$ cat config.mk
export PLATFORM = sky130hd
export DESIGN_NAME = des_decrypt_iter
export DESIGN_NICKNAME = d
export VERILOG_FILES = /design/src/rtl/des_pkg.sv /design/src/rtl/des_feistel_f.sv /design/src/rtl/des_decrypt_iter.sv
export SDC_FILE = /design/constraint.sdc
export NUM_CORES = 1
export LEC_CHECK = 0
export ABC_AREA = 1
export CAP_MARGIN = 5
export CORE_AREA = 3 3 77 79
export DETAILED_ROUTE_END_ITERATION = 7
export DIE_AREA = 0 0 80 82
export PLACE_DENSITY = 0.74
export SYNTH_ARGS = -nofsm -noshare
export SYNTH_HDL_FRONTEND = slang
export SYNTH_SLANG_ARGS = --single-unit
$ cat constraint.sdc
create_clock -name clk_i -period 1.65 [get_ports clk_i]
set_input_delay 0.2475 -clock clk_i [delete_from_list [all_inputs] [get_ports clk_i]]
set_output_delay 0.2475 -clock clk_i [all_outputs]
set_load 0.01 [all_outputs]
$ cat src/rtl/des_pkg.sv
// Shared DES constants and bit-permutation helpers for the encrypt/decrypt engines.
// All tables use DES numbering: entry value 1 names the MSB of the source word.
package des_pkg;

    typedef enum logic [1:0] {IDLE = 2'd0, ROUND = 2'd1, DONE = 2'd2} state_e;

    localparam int IP_T [64] = '{
        58, 50, 42, 34, 26, 18, 10, 2,  60, 52, 44, 36, 28, 20, 12, 4,
        62, 54, 46, 38, 30, 22, 14, 6,  64, 56, 48, 40, 32, 24, 16, 8,
        57, 49, 41, 33, 25, 17,  9, 1,  59, 51, 43, 35, 27, 19, 11, 3,
        61, 53, 45, 37, 29, 21, 13, 5,  63, 55, 47, 39, 31, 23, 15, 7};

    localparam int FP_T [64] = '{
        40, 8, 48, 16, 56, 24, 64, 32,  39, 7, 47, 15, 55, 23, 63, 31,
        38, 6, 46, 14, 54, 22, 62, 30,  37, 5, 45, 13, 53, 21, 61, 29,
        36, 4, 44, 12, 52, 20, 60, 28,  35, 3, 43, 11, 51, 19, 59, 27,
        34, 2, 42, 10, 50, 18, 58, 26,  33, 1, 41,  9, 49, 17, 57, 25};

    localparam int E_T [48] = '{
        32,  1,  2,  3,  4,  5,   4,  5,  6,  7,  8,  9,
         8,  9, 10, 11, 12, 13,  12, 13, 14, 15, 16, 17,
        16, 17, 18, 19, 20, 21,  20, 21, 22, 23, 24, 25,
        24, 25, 26, 27, 28, 29,  28, 29, 30, 31, 32,  1};

    localparam int P_T [32] = '{
        16,  7, 20, 21, 29, 12, 28, 17,   1, 15, 23, 26,  5, 18, 31, 10,
         2,  8, 24, 14, 32, 27,  3,  9,  19, 13, 30,  6, 22, 11,  4, 25};

    localparam int PC1_T [56] = '{
        57, 49, 41, 33, 25, 17,  9,   1, 58, 50, 42, 34, 26, 18,
        10,  2, 59, 51, 43, 35, 27,  19, 11,  3, 60, 52, 44, 36,
        63, 55, 47, 39, 31, 23, 15,   7, 62, 54, 46, 38, 30, 22,
        14,  6, 61, 53, 45, 37, 29,  21, 13,  5, 28, 20, 12,  4};

    localparam int PC2_T [48] = '{
        14, 17, 11, 24,  1,  5,   3, 28, 15,  6, 21, 10,
        23, 19, 12,  4, 26,  8,  16,  7, 27, 20, 13,  2,
        41, 52, 31, 37, 47, 55,  30, 40, 51, 45, 33, 48,
        44, 49, 39, 56, 34, 53,  46, 42, 50, 36, 29, 32};

    // Row-major: index = {b1,b6} * 16 + {b2..b5}
    localparam int SBOX [8][64] = '{
        '{14, 4,13, 1, 2,15,11, 8, 3,10, 6,12, 5, 9, 0, 7,   0,15, 7, 4,14, 2,13, 1,10, 6,12,11, 9, 5, 3, 8,
           4, 1,14, 8,13, 6, 2,11,15,12, 9, 7, 3,10, 5, 0,  15,12, 8, 2, 4, 9, 1, 7, 5,11, 3,14,10, 0, 6,13},
        '{15, 1, 8,14, 6,11, 3, 4, 9, 7, 2,13,12, 0, 5,10,   3,13, 4, 7,15, 2, 8,14,12, 0, 1,10, 6, 9,11, 5,
           0,14, 7,11,10, 4,13, 1, 5, 8,12, 6, 9, 3, 2,15,  13, 8,10, 1, 3,15, 4, 2,11, 6, 7,12, 0, 5,14, 9},
        '{10, 0, 9,14, 6, 3,15, 5, 1,13,12, 7,11, 4, 2, 8,  13, 7, 0, 9, 3, 4, 6,10, 2, 8, 5,14,12,11,15, 1,
          13, 6, 4, 9, 8,15, 3, 0,11, 1, 2,12, 5,10,14, 7,   1,10,13, 0, 6, 9, 8, 7, 4,15,14, 3,11, 5, 2,12},
        '{ 7,13,14, 3, 0, 6, 9,10, 1, 2, 8, 5,11,12, 4,15,  13, 8,11, 5, 6,15, 0, 3, 4, 7, 2,12, 1,10,14, 9,
          10, 6, 9, 0,12,11, 7,13,15, 1, 3,14, 5, 2, 8, 4,   3,15, 0, 6,10, 1,13, 8, 9, 4, 5,11,12, 7, 2,14},
        '{ 2,12, 4, 1, 7,10,11, 6, 8, 5, 3,15,13, 0,14, 9,  14,11, 2,12, 4, 7,13, 1, 5, 0,15,10, 3, 9, 8, 6,
           4, 2, 1,11,10,13, 7, 8,15, 9,12, 5, 6, 3, 0,14,  11, 8,12, 7, 1,14, 2,13, 6,15, 0, 9,10, 4, 5, 3},
        '{12, 1,10,15, 9, 2, 6, 8, 0,13, 3, 4,14, 7, 5,11,  10,15, 4, 2, 7,12, 9, 5, 6, 1,13,14, 0,11, 3, 8,
           9,14,15, 5, 2, 8,12, 3, 7, 0, 4,10, 1,13,11, 6,   4, 3, 2,12, 9, 5,15,10,11,14, 1, 7, 6, 0, 8,13},
        '{ 4,11, 2,14,15, 0, 8,13, 3,12, 9, 7, 5,10, 6, 1,  13, 0,11, 7, 4, 9, 1,10,14, 3, 5,12, 2,15, 8, 6,
           1, 4,11,13,12, 3, 7,14,10,15, 6, 8, 0, 5, 9, 2,   6,11,13, 8, 1, 4,10, 7, 9, 5, 0,15,14, 2, 3,12},
        '{13, 2, 8, 4, 6,15,11, 1,10, 9, 3,14, 5, 0,12, 7,   1,15,13, 8,10, 3, 7, 4,12, 5, 6,11, 0,14, 9, 2,
           7,11, 4, 1, 9,12,14, 2, 0, 6,10,13,15, 3, 5, 8,   2, 1,14, 7, 4,10, 8,13,15,12, 9, 0, 3, 5, 6,11}};

    // Encryption key-rotate schedule; element 0 belongs to round 1
    localparam int SHIFT [16] = '{1, 1, 2, 2, 2, 2, 2, 2, 1, 2, 2, 2, 2, 2, 2, 1};

    function automatic logic [63:0] ip_perm(input logic [63:0] x);
        logic [63:0] y;
        for (int i = 0; i < 64; i++) y[6'(63 - i)] = x[6'(64 - IP_T[6'(i)])];
        return y;
    endfunction

    function automatic logic [63:0] fp_perm(input logic [63:0] x);
        logic [63:0] y;
        for (int i = 0; i < 64; i++) y[6'(63 - i)] = x[6'(64 - FP_T[6'(i)])];
        return y;
    endfunction

    function automatic logic [55:0] pc1_perm(input logic [63:0] x);
        logic [55:0] y;
        for (int i = 0; i < 56; i++) y[6'(55 - i)] = x[6'(64 - PC1_T[6'(i)])];
        return y;
    endfunction

    function automatic logic [47:0] pc2_perm(input logic [55:0] x);
        logic [47:0] y;
        for (int i = 0; i < 48; i++) y[6'(47 - i)] = x[6'(56 - PC2_T[6'(i)])];
        return y;
    endfunction

    function automatic logic [47:0] e_expand(input logic [31:0] x);
        logic [47:0] y;
        for (int i = 0; i < 48; i++) y[6'(47 - i)] = x[5'(32 - E_T[6'(i)])];
        return y;
    endfunction

    function automatic logic [31:0] p_perm(input logic [31:0] x);
        logic [31:0] y;
        for (int i = 0; i < 32; i++) y[5'(31 - i)] = x[5'(32 - P_T[5'(i)])];
        return y;
    endfunction

    // Decryption walks the key schedule backwards, hence the right rotate
    function automatic logic [27:0] rotr28(input logic [27:0] x, input logic two);
        return two ? {x[1:0], x[27:2]} : {x[0], x[27:1]};
    endfunction

endpackage

$ cat src/rtl/des_feistel_f.sv
// DES round function f(R, K): expand, key-mix, S-box substitute, permute.
// Purely combinational; shared by the encrypt and decrypt engines.
module des_feistel_f
    import des_pkg::*;
(
    input  logic [31:0] r_i,
    input  logic [47:0] k_i,
    output logic [31:0] f_o
);

    logic [47:0] xk;
    logic [31:0] s;
    logic [5:0]  b;

    always_comb begin
        xk = e_expand(r_i) ^ k_i;
        s  = '0;
        b  = '0;
        for (int j = 0; j < 8; j++) begin
            b = xk[6'(47 - 6 * j) -: 6];
            s[5'(31 - 4 * j) -: 4] = 4'(SBOX[3'(j)][{b[5], b[0], b[4:1]}]);
        end
    end

    assign f_o = p_perm(s);

endmodule

$ cat src/rtl/des_decrypt_iter.sv
// Iterative single-DES decryption: one Feistel round per clock, subkeys K16..K1
// generated on the fly by rotating C/D right from the PC1 value.
module des_decrypt_iter
    import des_pkg::*;
(
    input  logic        clk_i,
    input  logic        rst_n_i,
    input  logic        in_valid_i,
    output logic        in_ready_o,
    input  logic [63:0] ciphertext_i,
    input  logic [63:0] key_i,
    output logic        out_valid_o,
    input  logic        out_ready_i,
    output logic [63:0] plaintext_o
);

    state_e      state_q, state_d;
    logic [3:0]  cnt_q, cnt_d;
    logic [31:0] l_q, l_d, r_q, r_d;
    logic [27:0] c_q, c_d, d_q, d_d;
    logic [63:0] pt_q, pt_d;

    logic [63:0] ip_blk;
    logic [55:0] pc1_key;
    logic [47:0] subkey;
    logic [31:0] f_out, r_next;
    logic        shift_two;

    assign ip_blk    = ip_perm(ciphertext_i);
    assign pc1_key   = pc1_perm(key_i);
    assign subkey    = pc2_perm({c_q, d_q});
    assign r_next    = l_q ^ f_out;
    // Round n (cnt = n-1) undoes the rotation that produced K(17-n)
    assign shift_two = (SHIFT[4'd15 - cnt_q] == 2);

    des_feistel_f u_f (
        .r_i (r_q),
        .k_i (subkey),
        .f_o (f_out)
    );

    always_comb begin
        state_d = state_q;
        cnt_d   = cnt_q;
        l_d     = l_q;
        r_d     = r_q;
        c_d     = c_q;
        d_d     = d_q;
        pt_d    = pt_q;
        case (state_q)
            IDLE: begin
                if (in_valid_i) begin
                    l_d     = ip_blk[63:32];
                    r_d     = ip_blk[31:0];
                    c_d     = pc1_key[55:28];
                    d_d     = pc1_key[27:0];
                    cnt_d   = '0;
                    state_d = ROUND;
                end
            end
            ROUND: begin
                l_d   = r_q;
                r_d   = r_next;
                cnt_d = cnt_q + 4'd1;
                if (cnt_q == 4'd15) begin
                    pt_d    = fp_perm({r_next, r_q});
                    cnt_d   = '0;
                    state_d = DONE;
                end else begin
                    c_d = rotr28(c_q, shift_two);
                    d_d = rotr28(d_q, shift_two);
                end
            end
            DONE: begin
                if (out_ready_i) state_d = IDLE;
            end
            default: state_d = IDLE;
        endcase
    end

    always_ff @(posedge clk_i) begin
        if (!rst_n_i) begin
            state_q <= IDLE;
            cnt_q   <= '0;
            l_q     <= '0;
            r_q     <= '0;
            c_q     <= '0;
            d_q     <= '0;
            pt_q    <= '0;
        end else begin
            state_q <= state_d;
            cnt_q   <= cnt_d;
            l_q     <= l_d;
            r_q     <= r_d;
            c_q     <= c_d;
            d_q     <= d_d;
            pt_q    <= pt_d;
        end
    end

    assign in_ready_o  = (state_q == IDLE);
    assign out_valid_o = (state_q == DONE);
    assign plaintext_o = pt_q;

endmodule
; ---- After elaboration in Yosys (flattened, before gate mapping)
; Cells that the tools add are included.
[totals]
reg_bits = 6
latch_bits = 0
ram_bits = 0
mem_bits_ro = 0
inputBits = 132
wordCells = 20
n_memories = 0
[classes]
addsub = 1
mul = 0
div_mod_pow = 0
order_cmp = 0
n_eq_ne = 6
n_shift = 0
mux = 7
n_bitwise = 0
n_reduce_logical = 4
[op_table]
columns = cell, count
row1 = $mux W4, 2
row2 = $pmux W4 S2, 1
row3 = $mux W2, 3
row4 = $pmux W2 S3, 1
row5 = $add A4 B1 Y4 const B, 1
row6 = $eq A4 B4 Y1 const B, 1
row7 = $ne A2 B2 Y1 const B, 2
row8 = $reduce_and A3 Y1, 1
row9 = $eq A2 B1 Y1 const B, 1
row10 = $eq A2 B2 Y1 const B, 1
row11 = $logic_not A2 Y1, 1
row12 = $ne A2 B1 Y1 const B, 1
row13 = $reduce_and A2 Y1, 1
row14 = $reduce_bool A2 Y1, 1

; ---- Longest topological paths before layout
; Gate-level depths: netlist (run 1).
[logic_depth]
word_depth = 3
ltp_mapped = 6

; ---- Worst setup path before layout (run 1)
; OpenSTA, ideal clock, no wires.
[synth_timing]
kind = flip-flop to flip-flop
from = register cnt_q[0]
to = register cnt_q[3]
arrival_time_ns = 0.891
t_required_ns = 1.584
setup_slack_ns = 0.693
path_stages_with_launch = 7
n_path_buf = 0
period_less_slack_ns = 0.957
path_cell_list = dfxtp_1 ha_1 nand3_1 nand2_2 inv_2 nand3_2 a21oi_2
[synth_between]
elab_chain_len = 3
[synth_rtl]
columns = item, line
row1 = "start, declared", des_decrypt_iter.sv:18  ; logic [3:0] cnt_q, cnt_d;
row2 = "start signal, assigned", des_decrypt_iter.sv:92  ; cnt_q <= cnt_d;
row3 = $add A4 B1 Y4 or $eq A4 B4 Y1 (tied branches), "des_decrypt_iter.sv:64, des_decrypt_iter.sv:65"
row4 = $mux W4 *, des_decrypt_iter.sv:65  ; if (cnt_q == 4'd15) begin
row5 = $pmux W4 S2 *, des_decrypt_iter.sv:50  ; case (state_q)
; Every way passes the cells marked *; elsewhere a longest branch is shown, timed or not.
; A chain may end at the register's enable or synchronous reset.

; ---- Worst setup path after layout (run 1)
[layout_timing]
from = register state_q[1]
to = output port out_valid_o
[layout_between]
elab_chain_len = 1
[layout_rtl]
columns = item, line
row1 = "start, declared", des_decrypt_iter.sv:17  ; state_e state_q, state_d;
row2 = "start signal, assigned", des_decrypt_iter.sv:91  ; state_q <= state_d;
row3 = $eq A2 B2 Y1, des_decrypt_iter.sv:102  ; assign out_valid_o = (state_q == DONE);
row4 = "end, declared", des_decrypt_iter.sv:12  ; output logic out_valid_o,
; Every way passes these cells.

==> results list, run 1 <==
- For this run, the slowest stage of the critical path takes between 0.5 and 0.6 ns.
- Layout Skew: 0.00401 ns
- Die ar.: ~6600 um2
* Power share of the clock group: 45.6%
* Via count of the first global-routing pass: 293
- Hold_ws: 0.498 ns
- Post-layout util: 13.4%
- Total detailed-routing wirelength: 986 um
- The root buffer cell chosen for the clock tree is sky130_fd_sc_hd__clkbuf_8.
- The internal portion of the total power is around 0.33 mW.
* Initial antenna violation count: 0
* Avg WL per Cell: 5.33 um
- YS warnings: 0
- Based on the critical path, the design can be clocked at up to 645 MHz.
* Count of nets after finishing: approximately 250
- The tool flagged a number of max-cap violations equal to 0.
- The die is 80 um wide.
* Fraction of the yosys area taken by sequential cells: around 15%
- First-pass GRT wire length: 1240 um
- GP Congestion: 0.738
- FP Rows: 27
* Reg2Reg Setup Slack: about 0.59 ns
* Cell area after synthesis: between 700 and 800 um2
* Seq cells post-synth: 6
* Tot Pwr: 0.485 mW
- Maximum number of pins on one net before global-route repair: 7
- Count of vias placed by the detailed router: 468
- Detailed placement ended at an HPWL of 819 um.
* Sequential power share: 32.5%
- Hold repair after CTS inserted 0 buffers.
- TritonCTS clock tree: yes
- I/O pin count: 198
- VDD IR-drop max: 0.143 mV
- The count of endpoints failing hold in the final timing report is 0.
- Final setup violation count: 0
- Crit end category: output pin
- Switching portion of total power: about a third
- At the later pin of the worst-skew pair, clock insertion delay measures between 0.2 and 0.25 ns.
- The clock drives 6 sinks.
- Number of non-filler instances in the completed layout: roughly 190
* Ant. Diodes: 0
* Final clock period utilization by the worst path: 94.0%
- The placed instances occupy a cell area of 682 um2.
* Mapped Cells: 106
- Summed negative setup slack over all endpoints: 0 ns
* Number of distinct library cells after synthesis: 18
- The worst setup path is of the flip-flop to output pin kind.
- The run finished with clean final reports.
- Non-Filler Cell Area, Final: 724 um2
- Switching component of the power: 0.158 mW
- Detail Route Antenna Nets: 0
* All-Layer GR Usage: 2.97%
- Clock tree synthesis inserted a total of 3 buffers.
* Commonest non-fill, non-tap cell in the layout: sky130_fd_sc_hd__conb_1
- Remaining global-route overflow: 0
- Fraction of layout cells with a size suffix above 1: 9.73%
* Iter 0 DRT Violations: 16
* Power share of the combinational group: 21.9%
- In the routed design, unresolved DRC markers number 0.
- Startpoint type of the worst setup path: flip-flop
- Among all stages on the critical path, the largest delay is contributed by sky130_fd_sc_hd__clkdlybuf4s50_1.
- Slack of the critical path: ~0.1 ns
* Via-per-instance ratio: 2.53
- Initial Util: 14.5%
- PwrDens: 669 nW/um2
- Setup repair after global routing left no endpoint under its margin.
- Number of buffers inserted by port buffering: 5
- In this run the standard cell core region covers 5410 um2.
- Tightest Hold Check Type: flip-flop to flip-flop
* Max H-tree Level: 1
- The analysis attributes to cell leakage a power of 0.367 nW.
* Post-Place Cells: 182
- DRT Pass-1 Iters: 4
* Min Tclk post-route: roughly 1.6 ns
- The clock passes through at most 2 buffers.
- Data on the critical path arrives at its endpoint at 1.30 ns.
- In this run the worst path has a maximum fanout of 4.
- Area Overhead vs Synth: -7.80%
- The library cells used most frequently in the layout, excluding fill and tap cells, are sky130_fd_sc_hd__conb_1, sky130_fd_sc_hd__nand2_1, sky130_fd_sc_hd__dfxtp_1, sky130_fd_sc_hd__clkdlybuf4s50_1.
- Setup Slack @ Placement: 0.252 ns
- Clock-pin slew was measured on the worst setup and hold paths at 0.04 ns.
- Average instance area after synthesis: 7.41 um2
* Ordered cell list for the critical path: inv_1 > nor2_1 > clkdlybuf4s50_1
- In this run the vertical extent of the chip is 82 um.
- The number of pins with negative max-slew slack in the final report came to 0.
- Required time at the endpoint of the critical path: 1.40 ns
==> power by group through the flow <==
stage,clock network [mW],logic (mW),registers (mW)
after floorplan,0,0.198,0.159
after global placement,0,0.101,0.160
after detailed placement,0,0.102,0.160
after CTS,0.232,0.102,0.158
after global routing,0.241,0.122,0.158
final,0.221,0.106,0.158
==> synth_stat cells <==
master                    number  area (um2)
sky130_fd_sc_hd__nor2_4        1        11.3
sky130_fd_sc_hd__o21ai_0       2        10.0
sky130_fd_sc_hd__ha_1          1        12.5
sky130_fd_sc_hd__nand2_1       8        30.0
sky130_fd_sc_hd__nor2_1        4        15.0
sky130_fd_sc_hd__a21oi_1       4        20.0
sky130_fd_sc_hd__nand2_2       1        6.26
sky130_fd_sc_hd__o21ai_2       1        8.76
sky130_fd_sc_hd__dfxtp_1       6         120
sky130_fd_sc_hd__nand4_1       1        6.26
sky130_fd_sc_hd__nand3_1       2        10.0
sky130_fd_sc_hd__inv_1         4        15.0
sky130_fd_sc_hd__buf_4        64         480
sky130_fd_sc_hd__conb_1        1        3.75
sky130_fd_sc_hd__nand3_2       1        10.0
sky130_fd_sc_hd__nor3_1        2        10.0
sky130_fd_sc_hd__inv_2         2        7.51
sky130_fd_sc_hd__a21oi_2       1        8.76
==> registers in the layout, summed over array words and instances (netlist names) <==
register	flops
state_q	2
cnt_q	4
==> kinds of logic (layout without fill, tap and decap cells) <==
logic type / Yosys count / count (layout) / synth area share (%)
buf+inv: 70 / 14 / 64.0
simple gates: 20 / 20 / 12.6
fa+ha+maj: 1 / 1 / 1.59
other cells: 1 / 64 / 0.477
compound gates: 8 / 8 / 6.05
flops: 6 / 6 / 15.3
==> metal layers <==
metal  GRT usage [%]  routed length, um  up-vias
li1                -                  -      213
met1            2.20                318      192
met2            3.73                315       58
met3            3.62                320        5
met4            3.04                 31        0
met5               0                  0        -
==> worst paths after layout <==
kind                                     to  cells after the start  startpoint
worst max-delay path            out_valid_o                      3  state_q[1]
worst min-delay path               cnt_q[1]                      2    cnt_q[1]
worst max register to register     cnt_q[3]                      6    cnt_q[0]
worst min register to register     cnt_q[1]                      2    cnt_q[1]
==> area by class of cell <==
| cell class | instances | area [um2] |
|---|---|---|
| multi-input combinational | 93 | 399 |
| sequential | 6 | 121 |
| tap | 72 | 90.1 |
| fill | 642 | 4680 |
| clock buffer | 3 | 41.3 |
| timing repair buffer | 5 | 50.0 |
| inverter | 6 | 22.5 |
==> critical path, delay by kind of cell, from the launching register on <==
kind	cells	cell delay, ns
AND/OR/NAND/NOR	1	0.09
flip-flops	1	0.36
buffers and inverters	2	0.62
==> what timing repair did <==
| item | in CTS | in global routing |
|---|---|---|
| buffers inserted | 0 | 0 |
| resized for setup | 0 | 1 |
| setup endpoints to repair | 0 | 1 |
Power figures use the tool's default switching activity.
==> run 2: changes to the inputs <==
- CORE_AREA: 3 3 77 79 -> 2 2 76 78
- DIE_AREA: 0 0 80 82 -> 0 0 78 80
- HOLD_SLACK_MARGIN: default -> 0.06
==> run 2 against run 1 <==
Compared with the run above: die area fell by 4.9%; critical path depth did not move; sequential cell count did not move; clock power barely moved; cell count did not move; critical endpoint unchanged; largest power group unchanged.
==> results list, run 2 (synthesized netlist as in run 1, its figures left out) <==
* Status: finished, final reports clean (unchanged)
- The number of pins with negative max-slew slack in the final report was 0 (unchanged).
* Post-Place Cells: 182 (unchanged)
- The critical path data required time is 1.40 ns (about the same).
- R2R depth: 6 (unchanged)
- Width of the die: 78 um (was 80 um)
- The number of buffers inserted to repair setup after CTS came to 0 (unchanged).
- Non-Filler Cell Area, Final: 724 um2 (unchanged)
- Avg WL per Cell: 5.10 um (was 5.33 um)
* Layout fillers: 632 (was 642)
- Iter 0 DRT Violations: 20 (was 16)
- Ant. Diodes: 0 (unchanged)
- Largest fanout on the critical path: 4 (unchanged)
- The count of placed standard cells in the final layout, fillers left out was 185 (unchanged).
- Reg2Reg Setup Slack: 0.60 ns (was 0.59 ns)
* GP Congestion: 0.771 (was 0.738)
- The final routed DRC violation total came to 0 (unchanged).
- Core Region: 5410 um2 (unchanged)
- VDD IR-drop max: 0.251 mV (was 0.143 mV)
- The area of the multi-input gates was 399 um2 (unchanged).
- The clock transition at the registers of the reported paths came to 0.04 ns (about the same).
- Number of buffers inserted by port buffering: 5 (unchanged)
- The sort of element at the end of the critical path is an output pin (unchanged).
- Detail Route Antenna Nets: 0 (unchanged)
- The instance count along the most critical hold path came to 2 (unchanged).
- The maximum number of pins on one net before global-route repair came to 7 (unchanged).
* Highest attainable clock frequency: 654 MHz (was 645 MHz)
- Biggest regs: cnt_q (4), state_q (2) (unchanged)
- The total chip power came to 0.482 mW (was 0.485 mW).
* Area Overhead vs Synth: -7.80% (unchanged)
- The clock latency reported for the late side of the worst-skew pair is 0.22 ns (was 0.23 ns).
- The number of sinks driven by the clock tree was 6 (unchanged).
* Arrival @ worst endpoint: 1.28 ns (was 1.30 ns)
- Max FFs per register: 4 (unchanged)
- The overall via count from detail_route came to 452 (was 468).
- The hold buffer count at cts is 0 (unchanged).
* Remaining global-route overflow: 0 (unchanged)
- The detail-routed via count per cell was 2.44 (was 2.53).
* Clock buffer count from CTS: 3 (unchanged)
* Fraction of layout cells with a size suffix above 1: 9.73% (unchanged)
- HPWL after detailed placement: 787 um (was 819 um)
* Count of nets after finishing: 248 (unchanged)
* Area occupied by registers: 121 um2 (unchanged)
* Setup CP Type: flip-flop to output pin (unchanged)
- Die Y: 80 um (was 82 um)
* RSZ-0062 raised after global routing: false (unchanged)
* Initial Util: 14.5% (unchanged)
* Post-cts gate resize count: 0 (unchanged)
- The row count is 27 (unchanged).
- The boundary pin count is 198 (unchanged).
- Commonest non-fill, non-tap cells in the layout: sky130_fd_sc_hd__conb_1, sky130_fd_sc_hd__nand2_1, sky130_fd_sc_hd__dfxtp_1, sky130_fd_sc_hd__clkdlybuf4s50_1 (unchanged).
- The placed instance area was 682 um2 (unchanged).
- Total detailed-routing wirelength: 944 um (was 986 um)
- TritonCTS clock tree: yes (unchanged)
- The via count of the first global-routing pass was 274 (was 293).
- Static Leak: 0.367 nW (unchanged)
- Initial antenna violation count: 0 (unchanged)
- The deepest clock path buffer count was 2 (unchanged).
* Min Tclk post-route: 1.53 ns (was 1.55 ns)
- Final setup violation count: 0 (unchanged)
- The total routing resource utilization after global routing is 2.78% (was 2.97%).
- Commonest non-fill, non-tap cell in the layout: sky130_fd_sc_hd__conb_1 (unchanged)
- Count of final hold-check violations: 0 (unchanged)
* Startpoint type of the worst setup path: flip-flop (unchanged)
- The wire length of the first global-routing pass is 1160 um (was 1240 um).
- The setup TNS was 0 ns (unchanged).
- Max H-tree Level: 1 (unchanged)
- Maximum Capacitance Violations: 0 (unchanged)
- PwrDens: 665 nW/um2 (was 669 nW/um2)
- Tightest Hold Check Type: flip-flop to flip-flop (unchanged)
- The register bank with the most flops was cnt_q (unchanged).
* DRT Pass-1 Iters: 3 (was 4)
- The clock tree root buffer cell was sky130_fd_sc_hd__clkbuf_8 (unchanged).
- Layout Skew: 0.00356 ns (was 0.00401 ns)
- The area enclosed by the die boundary came to 6240 um2 (was 6560 um2).
* Final clock period utilization by the worst path: 92.7% (was 94.0%)
-- run 2: cell counts in the layout (fill, tap and decap cells not counted) --
Identical to the previous run, type by type.
-- run 2: cell type report --
cell class	instances	area share, %
Clock buffer	3	5.70
Timing Repair Buffer	5	6.91
Sequential cell	6	16.8
Inverter	6	3.11
Multi-Input combinational cell	93	55.1
Tap cell	72	12.4
-- run 2: metal layers --
layer / share of wire (%) / global-route usage [%] / vias to the layer above
li1: - / - / 216
met1: 32 / 2.42 / 180
met2: 36 / 3.19 / 53
met3: 31 / 3.96 / 3
met4: 0.74 / 1.58 / 0
met5: 0 / 0 / -
-- run 2: worst max-delay path, stage by stage, from the launching register on --
cell and delay (ns):
sky130_fd_sc_hd__dfxtp_2 0.36, sky130_fd_sc_hd__inv_1 0.08, sky130_fd_sc_hd__nor2_1 0.09, sky130_fd_sc_hd__clkdlybuf4s50_1 0.53
-- run 2: through the flow --
stage	util [%]	hold WS, ns	worst slack, ns
2_1_floorplan	-	0.386	0.693
3_3_place_gp	12.6	0.487	0.298
3_5_place_dp	12.6	0.495	0.292
4_1_cts	13.4	0.499	0.0490
5_1_grt	13.4	0.539	0.0201
6_report	13.4	0.500	0.121
-- run 2: worst paths after layout --
check,end,startpoint
max,out_valid_o,state_q[1]
min,cnt_q[1],cnt_q[1]
max reg2reg,cnt_q[3],cnt_q[0]
min reg2reg,cnt_q[1],cnt_q[1]
-- run 2: power breakdown --
part / switching [mW] / leakage (nW) / internal (mW) / total (mW)
logic: 0.0870 / 0.296 / 0.0188 / 0.106
clock network: 0.0618 / 0.0216 / 0.157 / 0.218
registers: 0.00623 / 0.0494 / 0.151 / 0.158
total: 0.155 / 0.367 / 0.327 / 0.482
==> run 3: changes to the inputs <==
- CAP_MARGIN: 5 -> 10
- PLACE_DENSITY: 0.74 -> 0.85
==> run 3 against run 2 <==
Compared with the run above: routed wire length decreased by 0.21%; global-route usage hardly changed; die area unchanged; highest routed layer unchanged.
==> results list, run 3 (synthesized netlist as in run 1, its figures left out) <==
- Summed negative setup slack over all endpoints: 0 ns (unchanged)
* Count of vias placed by the detailed router: 458 (was 452)
- The part of the total power dissipated in sequential elements came to 32.6% (was 32.7%).
* Hold_ws: 0.495 ns (was 0.500 ns)
- Largest fanout on the critical path: 4 (unchanged)
- Crit end category: output pin (unchanged)
- Min Tclk post-route: 1.53 ns (about the same)
* PwrDens: 669 nW/um2 (was 665 nW/um2)
- Clock latency on the worst-skew pair: 0.22 ns (about the same)
* Arrival @ worst endpoint: 1.29 ns (was 1.28 ns)
- The path class of the lowest-slack min-delay path is flip-flop to flip-flop (unchanged).
* Via-per-instance ratio: 2.48 (was 2.44)
* Maximum Capacitance Violations: 0 (unchanged)
- The number of iterations in the first detailed-routing pass was 2 (was 3).
* Power share of the combinational group: 21.7% (was 21.9%)
- The residual overflow from global routing was 0 (unchanged).
* Setup Slack @ Placement: 0.287 ns (was 0.292 ns)
- The quantity of I/O buffers inserted on ports came to 5 (unchanged).
- FP Rows: 27 (unchanged)
* Static Leak: 0.367 nW (unchanged)
- Width of the die: 78 um (unchanged)
- Largest Register: cnt_q (unchanged)
- Clock buffer count from CTS: 3 (unchanged)
- The die outline height came to 80 um (unchanged).
- Layout fillers: 638 (was 632)
* Final setup violation count: 0 (unchanged)
- Total internal power: 0.327 mW (about the same)
* Slack of the critical path: 0.117 ns (was 0.121 ns)
- The worst IR drop on VDD is 0.185 mV (was 0.251 mV).
- Post-CTS Repair Setup Buffers: 0 (unchanged)
- The antenna diode count was 0 (unchanged).
* Startpoint type of the worst setup path: flip-flop (unchanged)
- Power share of the clock group: 45.7% (was 45.3%)
* First-pass GRT wire length: 1150 um (was 1160 um)
- Die ar.: 6240 um2 (unchanged)
- The average wire per cell in the routed design was 5.09 um (was 5.10 um).
- The starting DRC count in detailed routing is 10 (was 20).
* RSZ-0062 raised after global routing: false (unchanged)
- CTS clk-pin slew, worst paths: 0.04 ns (about the same)
- Area occupied by registers: 121 um2 (unchanged)
* Hold bufs inserted after CTS: 0 (unchanged)
* Count of final hold-check violations: 0 (unchanged)
* Core Region: 5410 um2 (unchanged)
- The via count of the first global-routing pass was 290 (was 274).
* Post-cts gate resize count: 0 (unchanged)
- Commonest non-fill, non-tap cell in the layout: sky130_fd_sc_hd__conb_1 (unchanged)
* GP Congestion: 0.790 (was 0.771)
- The path type of the worst setup path is flip-flop to output pin (unchanged).
* Maximum number of pins on one net before global-route repair: 7 (unchanged)
* Final clock period utilization by the worst path: 92.9% (was 92.7%)
* Commonest non-fill, non-tap cells in the layout: sky130_fd_sc_hd__conb_1, sky130_fd_sc_hd__nand2_1, sky130_fd_sc_hd__dfxtp_1, sky130_fd_sc_hd__clkdlybuf4s50_1 (unchanged)
* Root buffer cell: sky130_fd_sc_hd__clkbuf_8 (unchanged)
- Final Max Tran Viols: 0 (unchanged)
- Max H-tree Level: 1 (unchanged)
- Biggest regs: cnt_q (4), state_q (2) (unchanged).
- I/O pin count: 198 (unchanged)
- The clock tree from TritonCTS is yes (unchanged).
* Status: finished, final reports clean (unchanged)
- Initial Util: 14.5% (unchanged)
- Switching portion of total power: 32.5% (was 32.2%)
- The placed wire-length estimate came to 799 um (was 787 um).
* Detail Route Antenna Nets: 0 (unchanged)
* Total clock sinks: 6 (unchanged)
* Number of remaining DRC errors: 0 (unchanged)
- Total detailed-routing wirelength: 942 um (was 944 um)
* Count of nets after finishing: 248 (unchanged)
* Area Overhead vs Synth: -7.80% (unchanged)
- The total net switching power came to 0.157 mW (was 0.155 mW).
- The total routing resource utilization after global routing is 2.78% (about the same).
- The ratio of cells with drive above 1 in the final layout was 9.73% (unchanged).
- Initial antenna violation count: 0 (unchanged)
- The flip-flop count of the largest register, all copies and words added is 4 (unchanged).
* Highest attainable clock frequency: 652 MHz (was 654 MHz)
- The critical path data required time was 1.40 ns (about the same).
* Clock buffer depth: 2 (unchanged)
* Layout Skew: 0.00200 ns (was 0.00356 ns)
* Multi-input logic area: 399 um2 (unchanged)
==> run 3: cell counts in the layout (fill, tap and decap cells not counted) <==
Identical to the previous run, type by type.
==> run 3: power by group through the flow <==
stage / combinational, mW / clock, mW / sequential, mW
5_1_grt: 0.118 / 0.235 / 0.158
3_5_place_dp: 0.102 / 0 / 0.160
4_1_cts: 0.102 / 0.226 / 0.158
6_report: 0.105 / 0.221 / 0.158
2_1_floorplan: 0.198 / 0 / 0.159
3_3_place_gp: 0.101 / 0 / 0.159
==> run 3: stage by stage <==
stage / std cells / util [%] / power (mW) / cell area [um2]
floorplan: 169 / - / 0.357 / 1020
global placement: 182 / 12.6 / 0.260 / 682
detailed placement: 182 / 12.6 / 0.262 / 682
CTS: 185 / 13.4 / 0.485 / 723
global route: 185 / 13.4 / 0.512 / 724
finish: 185 / 13.4 / 0.484 / 724
==> run 3: final timing paths <==
check              from     endpoint  slack [ns]  cells past startpoint
max          state_q[1]  out_valid_o        0.12                      3
min            cnt_q[1]     cnt_q[1]        0.49                      2
max reg2reg    cnt_q[0]     cnt_q[3]        0.61                      6
min reg2reg    cnt_q[1]     cnt_q[1]        0.49                      2
==> run 3: area by class of cell <==
| class | count | share of cell area (%) |
|---|---|---|
| multi-input cells | 93 | 55.1 |
| flip-flops and latches | 6 | 16.8 |
| well taps | 72 | 12.4 |
| repair buffers | 5 | 6.91 |
| clock buffers | 3 | 5.70 |
| inverters | 6 | 3.11 |
==> run 3: routing by layer <==
metal,share of wire (%),global-route usage [%],up-vias
met1,29,2.02,186
li1,-,-,215
met4,1.3,1.05,0
met2,36,3.62,54
met3,33,4.41,3
met5,0,0,-
==> run 3: worst max-delay path, cell delays in order (launching register included) <==
cell and delay (ns):
sky130_fd_sc_hd__dfxtp_2 0.36, sky130_fd_sc_hd__inv_1 0.08, sky130_fd_sc_hd__nor2_1 0.09, sky130_fd_sc_hd__clkdlybuf4s50_1 0.53
